**src/rtl/reg_file_pkg.sv**
```systemverilog
// Shared types and helpers for the multi-port register file and its scrub controller.
package reg_file_pkg;

  typedef enum logic {SCRUB, RUN} state_e;

  localparam int DEFAULT_DATA_WIDTH = 32;
  localparam int DEFAULT_ADDR_WIDTH = 5;
  localparam int MAX_ADDR_WIDTH     = 32;

  // Callers zero-extend their selects so one helper serves every address width.
  function automatic logic sel_match(input logic [MAX_ADDR_WIDTH-1:0] a,
                                     input logic [MAX_ADDR_WIDTH-1:0] b);
    return a == b;
  endfunction

endpackage

```
**src/rtl/reg_file_scrub_ctrl.sv**
```systemverilog
// Scrub sequencer: after reset, walks every entry once and then holds the file in RUN.
module reg_file_scrub_ctrl
  import reg_file_pkg::*;
#(
  parameter int ADDR_WIDTH = DEFAULT_ADDR_WIDTH
) (
  input  logic                  clock,
  input  logic                  reset,
  output logic                  ready,
  output logic                  scrub_en,
  output logic [ADDR_WIDTH-1:0] scrub_idx
);

  localparam logic [ADDR_WIDTH-1:0] LAST_IDX = '1;

  state_e                state_q, state_d;
  logic [ADDR_WIDTH-1:0] idx_q, idx_d;
  logic                  ready_q, ready_d;

  always_comb begin
    state_d = state_q;
    idx_d   = idx_q;
    if (state_q == SCRUB) begin
      idx_d = idx_q + 1'b1;
      if (idx_q == LAST_IDX) begin
        state_d = RUN;
      end
    end
    ready_d = (state_d == RUN);
  end

  // Reset parks the index at 0, so a held reset never advances the scrub.
  always_ff @(posedge clock) begin
    if (reset) begin
      state_q <= SCRUB;
      idx_q   <= '0;
      ready_q <= 1'b0;
    end else begin
      state_q <= state_d;
      idx_q   <= idx_d;
      ready_q <= ready_d;
    end
  end

  assign ready     = ready_q;
  assign scrub_en  = (state_q == SCRUB);
  assign scrub_idx = idx_q;

endmodule

```
**src/rtl/reg_file_mp.sv**
```systemverilog
// Parametrised multi-port register file with prioritised writes, optional bypass,
// optional hardwired-zero entry 0 and a reset-triggered scrub.
module reg_file_mp
  import reg_file_pkg::*;
#(
  parameter int DATA_WIDTH  = DEFAULT_DATA_WIDTH,
  parameter int ADDR_WIDTH  = DEFAULT_ADDR_WIDTH,
  parameter int READ_PORTS  = 2,
  parameter int WRITE_PORTS = 2,
  parameter bit BYPASS      = 1'b1,
  parameter bit ZERO_REG    = 1'b1
) (
  input  logic                              clock,
  input  logic                              reset,
  input  logic [WRITE_PORTS-1:0]            write,
  input  logic [WRITE_PORTS*ADDR_WIDTH-1:0] write_sel,
  input  logic [WRITE_PORTS*DATA_WIDTH-1:0] write_data,
  input  logic [READ_PORTS*ADDR_WIDTH-1:0]  read_sel,
  output logic [READ_PORTS*DATA_WIDTH-1:0]  read_data,
  output logic                              ready
);

  localparam int DEPTH = 2 ** ADDR_WIDTH;

  logic [DATA_WIDTH-1:0] mem_q [DEPTH];
  logic [DATA_WIDTH-1:0] mem_d [DEPTH];
  logic                  scrub_en;
  logic [ADDR_WIDTH-1:0] scrub_idx;
  logic                  user_wr_ok;
  logic [ADDR_WIDTH-1:0] rsel [READ_PORTS];
  logic [DATA_WIDTH-1:0] rval [READ_PORTS];

  reg_file_scrub_ctrl #(
    .ADDR_WIDTH(ADDR_WIDTH)
  ) u_scrub_ctrl (
    .clock    (clock),
    .reset    (reset),
    .ready    (ready),
    .scrub_en (scrub_en),
    .scrub_idx(scrub_idx)
  );

  // A write presented while reset is sampled high must not land.
  assign user_wr_ok = ready && !reset;

  // Ascending port order lets the highest-numbered matching port win.
  always_comb begin
    for (int e = 0; e < DEPTH; e++) begin
      mem_d[e] = mem_q[e];
      if (user_wr_ok && !(ZERO_REG && e == 0)) begin
        for (int p = 0; p < WRITE_PORTS; p++) begin
          if (write[p] &&
              sel_match(MAX_ADDR_WIDTH'(write_sel[p*ADDR_WIDTH +: ADDR_WIDTH]),
                        MAX_ADDR_WIDTH'(e))) begin
            mem_d[e] = write_data[p*DATA_WIDTH +: DATA_WIDTH];
          end
        end
      end
    end
    if (scrub_en) begin
      mem_d[scrub_idx] = '0;
    end
  end

  always_ff @(posedge clock) begin
    mem_q <= mem_d;
  end

  always_comb begin
    read_data = '0;
    for (int r = 0; r < READ_PORTS; r++) begin
      rsel[r] = read_sel[r*ADDR_WIDTH +: ADDR_WIDTH];
      rval[r] = mem_q[rsel[r]];
      if (BYPASS && user_wr_ok) begin
        for (int p = 0; p < WRITE_PORTS; p++) begin
          if (write[p] &&
              sel_match(MAX_ADDR_WIDTH'(write_sel[p*ADDR_WIDTH +: ADDR_WIDTH]),
                        MAX_ADDR_WIDTH'(rsel[r]))) begin
            rval[r] = write_data[p*DATA_WIDTH +: DATA_WIDTH];
          end
        end
      end
      // Zero entry and scrub masking override any bypass hit.
      if ((ZERO_REG && rsel[r] == '0) || !ready) begin
        rval[r] = '0;
      end
      read_data[r*DATA_WIDTH +: DATA_WIDTH] = rval[r];
    end
  end

endmodule

```
**config.mk**
```make
export PLATFORM = sky130hd
export DESIGN_NAME = reg_file_mp
export DESIGN_NICKNAME = d
export VERILOG_FILES = /design/src/rtl/reg_file_pkg.sv /design/src/rtl/reg_file_scrub_ctrl.sv /design/src/rtl/reg_file_mp.sv
export SDC_FILE = /design/constraint.sdc
export NUM_CORES = 2
export LEC_CHECK = 0
export CAP_MARGIN = 20
export CORE_MARGIN = 10
export CORE_UTILIZATION = 57
export DETAILED_ROUTE_END_ITERATION = 12
export GPL_TIMING_DRIVEN = 0
export PLACE_DENSITY_LB_ADDON = 0.2
export SYNTH_ARGS = -nofsm -noshare
export SYNTH_HDL_FRONTEND = slang
export SYNTH_HIERARCHICAL = 1
export SYNTH_SLANG_ARGS = --single-unit
```
**constraint.sdc**
```tcl
create_clock -name clock -period 3.7 [get_ports clock]
set_clock_uncertainty 0.15 [all_clocks]
set_input_delay 0.925 -clock clock [delete_from_list [all_inputs] [get_ports clock]]
set_output_delay 0.925 -clock clock [all_outputs]
set_load 0.005 [all_outputs]
```
* After elaboration in Yosys (flattened, before gate mapping) *
Cells that the tools add are included.

operators by class
  reductions and logical operators = 74
  equal/unequal tests = 67
  magnitude comparators = 4
  mux-type cells = 112
  bitwise gates (word level) = 5
  add/sub/neg operators = 1

operator list
  cell                                                                  number
  32-bit 2-to-1 mux                                                     106
  1024-bit bitwise AND                                                  1
  1024-bit NOT                                                          1
  992-bit 2-to-1 mux                                                    1
  32-bit binary-select mux with 5-bit select                            2
  5-bit == test, second input constant                                  33
  32-bit demux with 5-bit select                                        1
  5-bit by 4-bit == test with 1-bit output, second input constant       16
  1-bit logical AND                                                     68
  5-bit by 3-bit == test with 1-bit output, second input constant       8
  5-bit by 2-bit == test with 1-bit output, second input constant       4
  5-bit == test                                                         4
  6-bit >= comparator, second input constant                            3
  5-bit NOT with 6-bit output                                           3
  5-bit by 1-bit == test with 1-bit output, second input constant       2
  5-bit logical NOT                                                     2
  6-bit by 1-bit < comparator with 1-bit output, second input constant  1
  5-bit by 1-bit adder with 5-bit output, second input constant         1
  1-bit logical NOT                                                     2
  1-bit logical OR                                                      2
  1-bit 2-to-1 mux                                                      2

word-level totals
  word-level logic and storage cells = 297
  register bits after elaboration = 1030
  input bits = 88

* Logic depth before layout (Yosys ltp) *
  word-level depth = 8
  depth in mapped cells = 10
  gate-level depth less buffers = 6

* By module *
The synthesis kept the hierarchy.

by module, submodules not included
  module               area each (um2)  times used  cells an instance
  reg_file_mp          64678.3          1           6976
  reg_file_scrub_ctrl  271.5            1           25

* Worst setup path after synthesis *
OpenSTA, ideal clock, no wires.

  path type = in2out
  start = input port read_sel[2]
  end = output port read_data[13]
  slack = 11 ps
  data required time = 2625 ps
  arrival = 2614 ps
  stages = 9
  cell sequence = buf_2 -> buf_2 -> buf_2 -> clkbuf_1 -> mux4_2 -> o22ai_1 -> a21oi_1 -> nand3_1 -> o211ai_1

between the ends
  cells in the longest elaborated chain, start to end = 8
  elaborated cells between the ends (all ways) = 14
  those cells by class = 2 x eq/ne; 7 x mux; 1 x bitwise; 4 x reduce/logical

RTL lines
  item                                                  line               RTL
  start, declared                                       reg_file_mp.sv:18  input logic [READ_PORTS*ADDR_WIDTH-1:0] read_sel,
  5-bit NOT with 6-bit output (not written as such)     reg_file_mp.sv:73  rval[r] = mem_q[rsel[r]];
  32-bit binary-select mux with 5-bit select            reg_file_mp.sv:73
  32-bit 2-to-1 mux (not written as such) (2 in a row)  reg_file_mp.sv:73
  32-bit 2-to-1 mux (2 in a row)                        reg_file_mp.sv:76  if (write[p] &&
  32-bit 2-to-1 mux                                     reg_file_mp.sv:74  if (BYPASS && user_wr_ok) begin
  32-bit 2-to-1 mux *                                   reg_file_mp.sv:84  if ((ZERO_REG && rsel[r] == '0) || !ready) begin
  end, declared                                         reg_file_mp.sv:19  output logic [READ_PORTS*DATA_WIDTH-1:0] read_data,

Mark *: on every way between the ends. The rest lies on a longest branch, timed or not. The select of a mux whose other input is x is not followed.

* Final worst setup path *
  start = input port read_sel[3]
  end = output port read_data[1]

The elaborated chain is that of the path after synthesis.

==> Flow_metrics.wiki <==
{| class="wikitable"
! Metric !! Value
|-
| Status || finished with violations
|-
| Violated checks || negative setup slack
|-
| Flip-flop and latch count after synthesis || 1030
|-
| Clock-pin slew on the worst setup and hold paths || around 70 ps
|-
| Worst Path Max Fanout || 5
|-
| Max stage delay cell, worst path || o211ai_1
|-
| Wire length of the first global-routing pass || 447100 um
|-
| Fraction of power consumed by the clock network || between 40% and 50%
|-
| M3 GR Usage || 21.09%
|-
| Net switching fraction of the power || between 20% and 30%
|-
| Pwr per Cell Area || 358.9 mW/mm^2
|-
| Worst path bufs/invs || 5
|-
| CTS H-tree lvls || 3
|-
| Min Tclk post-route || 4429 ps
|-
| GRT met2 Usage || about two thirds
|-
| Detail Placement HPWL || 255000 um
|-
| Top delay family on crit path || compound AO/OA/AOI/OAI gates
|-
| Synth warnings || 6
|-
| Nature of the critical path startpoint || primary input
|-
| Fraction of power consumed by combinational cells || roughly 16%
|-
| Floorplan die height || 357.6 um
|-
| Area of the mapped netlist || 0.06495 mm^2
|-
| Number of synthesized flops with an enable pin || 32
|-
| Part of the Yosys area used for sequential elements || 32.24%
|-
| Most used flip-flop cell after synthesis || dfxtp_1
|-
| Transition time of the tightest slew-check pin || 1327 ps
|-
| Most crowded layer after global routing || met2
|-
| Layout cells sized above 1 || 23.08%
|-
| Layout-stage area growth over the synthesis result || 21.76%
|-
| Total number of vias || 65.73k
|-
| Instance count of the mapped netlist || 7001
|-
| Final RePlAce weighted congestion || 1.112
|-
| Remaining antenna violation count || 0
|-
| Worst Path Arrival || 3350 ps
|-
| Async set-reset flop share out of synthesis || 0%
|-
| Distinct cell type count of the synthesized netlist || 58
|-
| Mean number of vias per cell || 7.364
|-
| Worst path required time || 2620 ps
|-
| Clk root buf || clkbuf_16
|-
| Number of global-route vias before repair || 62.99k
|-
| Maximum number of pins on one net before global-route repair || 26
|-
| Sink Count || approximately 1k
|-
| Initial antenna violation count || 27
|-
| Internal power component || 20010 uW
|-
| Cts bufs inserted || 113
|-
| GRT Resource Usage Total || 48.54%
|-
| Fin. Hold Viols || 0
|-
| Total Die Area || 0.1278 mm^2
|-
| Static leakage || approximately 0.028 uW
|-
| Standard-cell row count || 123
|-
| Post-synth net total || just over 7k
|-
| Highest attainable clock frequency || 225.8 MHz
|-
| Total net switching power || 8376 uW
|-
| Clock tree from TritonCTS || done
|-
| Sequential Power Share || 40.5%
|-
| Post-route fraction of the period consumed by the critical path || 119.7%
|-
| Port Buf Inserts || 75
|-
| Die Width || 357.6 um
|-
| Count of routing violations after the opening detailed-route iteration || roughly 11k
|-
| Delay of the slowest cell on the worst path || 770 ps
|-
| Critical path, cell by cell || buf_12 > xor2_2 > nor4_2 > and3_4 > nor2b_4 > buf_8 > clkbuf_16 > buf_6 > a22oi_2 > o211ai_1 > buf_2
|-
| Worst-Skew Late Latency || about 760 ps
|-
| Endpoint kind of the worst setup timing path || primary output
|-
| IO Pins || roughly 150
|-
| DR pass1 iterations || 9
|-
| Hold crit path type || flop to flop
|-
| Total of fill cells in the finished design || 8588
|-
| Fraction of met1 tracks used by global routing || 60.29%
|-
| Worst setup path class || primary input to primary output
|-
| Average cell area after synthesis || 9.277 um^2
|-
| Final net count || ~7.4k
|-
| Maximum clock insertion buffer count || 3
|-
| Residual overflow from global routing || 0
|-
| CTS Hold Buffers Added || 0
|-
| Average wire length per cell after detail routing || 36.70 um
|-
| Post-placement setup slack || -2405 ps
|-
| Routed Wire Length || 327600 um
|-
| Initial core utilization || a little under three fifths
|-
| Count of pins over their slew limit || 0
|-
| Min setup slack post-route || -729.4 ps
|-
| Final setup violation count || roughly 150
|-
| Detailed-route DRC error count || 0
|-
| Core area || ~0.11 mm^2
|-
| Worst VDD drop || around 0.4 mV
|-
| Relative max-transition margin || 10.86%
|-
| Hold_ws || 349.9 ps
|-
| Number of maximum-capacitance violations || 0
|-
| RSZ-0062 raised after global routing || yes
|}
metrics by stage:
| stage | utilization [%] | setup TNS (ps) | area, um^2 | std cells | total power, uW |
|---|---|---|---|---|---|
| global route | 70.08 | -33270 | 79060 | 8914 | 28630 |
| floorplan | - | 0 | 64950 | 7001 | 13680 |
| detailed placement | 60.15 | -628390 | 67850 | 8592 | 15040 |
| finish | 70.11 | -37280 | 79090 | 8926 | 28380 |
| global placement | 59.91 | -670020 | 67580 | 8576 | 14930 |
| CTS | 68.88 | -20920 | 77700 | 8879 | 27720 |
logic make-up (layout without fill, tap and decap cells):
kind of cell | Yosys count | after routing | synth area share (%)
AO/OA/AOI/OAI | 1724 | 1724 | 19.77
adder cells (fa/ha/maj) | 2 | 2 | 0.03852
XOR/XNOR | 23 | 23 | 0.3101
AND/OR/NAND/NOR | 1544 | 1545 | 10.01
flip-flops | 1030 | 1030 | 32.24
multiplexers | 1716 | 1716 | 31.38
buffers and inverters | 962 | 1366 | 6.249
other | 0 | 20 | 0
final timing paths:
kind	startpoint	to	slack, ps	depth (start not counted)
worst max-delay path	read_sel[3]	read_data[1]	-730	11
worst min-delay path	mem_q[447]	mem_q[447]	350	2
worst max register to register	u_scrub_ctrl/ready	mem_q[688]	-140	7
worst min register to register	mem_q[447]	mem_q[447]	350	2
Yosys cell counts (8+ instances only):
master | n | area share (%)
dfxtp_1 | 998 | 31
o211ai_1 | 64 | 0.74
nand2b_1 | 16 | 0.15
o22ai_1 | 128 | 1.2
buf_2 | 265 | 2.0
nand2_1 | 179 | 1.0
a21oi_1 | 186 | 1.4
mux4_2 | 256 | 8.9
o22a_1 | 14 | 0.19
xor2_1 | 18 | 0.24
inv_1 | 18 | 0.10
edfxtp_1 | 32 | 1.5
nor2_2 | 8 | 0.077
nor2_1 | 1081 | 6.2
a211oi_2 | 28 | 0.54
and2_1 | 35 | 0.34
mux2i_1 | 1460 | 23
a22oi_1 | 64 | 0.74
nand3_1 | 138 | 1.1
nor3_1 | 14 | 0.11
o221ai_1 | 256 | 3.5
nor2b_1 | 8 | 0.077
buf_1 | 106 | 0.61
or3_1 | 11 | 0.11
clkbuf_1 | 545 | 3.1
o21ai_0 | 20 | 0.15
nor3_4 | 8 | 0.20
o31ai_1 | 8 | 0.092
a211oi_1 | 933 | 11
buf_4 | 21 | 0.24
a21oi_4 | 12 | 0.30
sequential cells by signal, summed over array words and instances (netlist names):
name / flops
u_scrub_ctrl/scrub_idx: 5
mem_q: 1024
u_scrub_ctrl/ready: 1
area by class of cell:
class                           count  area [um^2]  area share (%)
Timing Repair Buffer              204         2147           2.715
Clock inverter                     46        684.4          0.8654
Inverter                           20        80.08          0.1013
Sequential cell                  1030        20940           26.48
Multi-Input combinational cell   5010        43750           55.32
Clock buffer                      162         3294           4.166
Antenna cell                       20        50.05         0.06328
Tap cell                         1500         1877           2.373
Buffer                            934         6257           7.912
layer usage:
metal	part of all wire, %	vias up	wire length, um
li1	-	27000	-
met1	36	32000	117600
met2	40	5459	131500
met3	16	1258	51460
met4	8.1	13	26590
met5	0.12	-	398
repair_timing:
action                                 4_1_cts  5_1_grt
buffers inserted                            64       32
gates cloned                                19        3
pin swaps                                  131      118
setup endpoints to repair                  183      220
endpoints found under the hold margin        0        0
resized for setup                         1521      253
cell usage in the layout (no fill, tap or decap), types with 20 or more instances in the layout:
| master | instances |
|---|---|
| buf_12 | 46 |
| buf_8 | 46 |
| dfxtp_1 | 997 |
| diode_2 | 20 |
| a21oi_2 | 93 |
| mux2i_2 | 48 |
| o221ai_4 | 65 |
| a211oi_1 | 933 |
| buf_4 | 88 |
| clkbuf_1 | 403 |
| and2_1 | 35 |
| o211ai_1 | 64 |
| buf_1 | 82 |
| a211oi_2 | 28 |
| nand2_1 | 163 |
| mux4_2 | 256 |
| clkinv_2 | 21 |
| o21ai_0 | 20 |
| mux2i_1 | 1399 |
| edfxtp_1 | 32 |
| a21oi_4 | 47 |
| a21oi_1 | 59 |
| o221ai_2 | 100 |
| a22oi_2 | 52 |
| clkbuf_2 | 48 |
| nor2_1 | 1070 |
| buf_6 | 71 |
| o22ai_2 | 46 |
| o221ai_1 | 91 |
| nand3_1 | 123 |
| clkbuf_8 | 68 |
| buf_2 | 255 |
| clkbuf_16 | 143 |
| clkbuf_4 | 26 |
| o22ai_1 | 81 |
power groups by stage:
stage | combinational [uW] | sequential (uW) | clock [uW]
after global routing | 4430 | 11500 | 12700
final | 4440 | 11500 | 12400
after detailed placement | 3320 | 11700 | 0
after global placement | 3220 | 11700 | 0
after CTS | 3970 | 11500 | 12300
after floorplan | 2020 | 11700 | 0
worst reg2reg max path: cells and delay by family (launching register included):
family          cells  cell delay (ps)
buf+inv             4             1570
simple gates        2             1410
flops               1              410
compound gates      1              140
No activity file was read; power rests on OpenSTA's default activity.
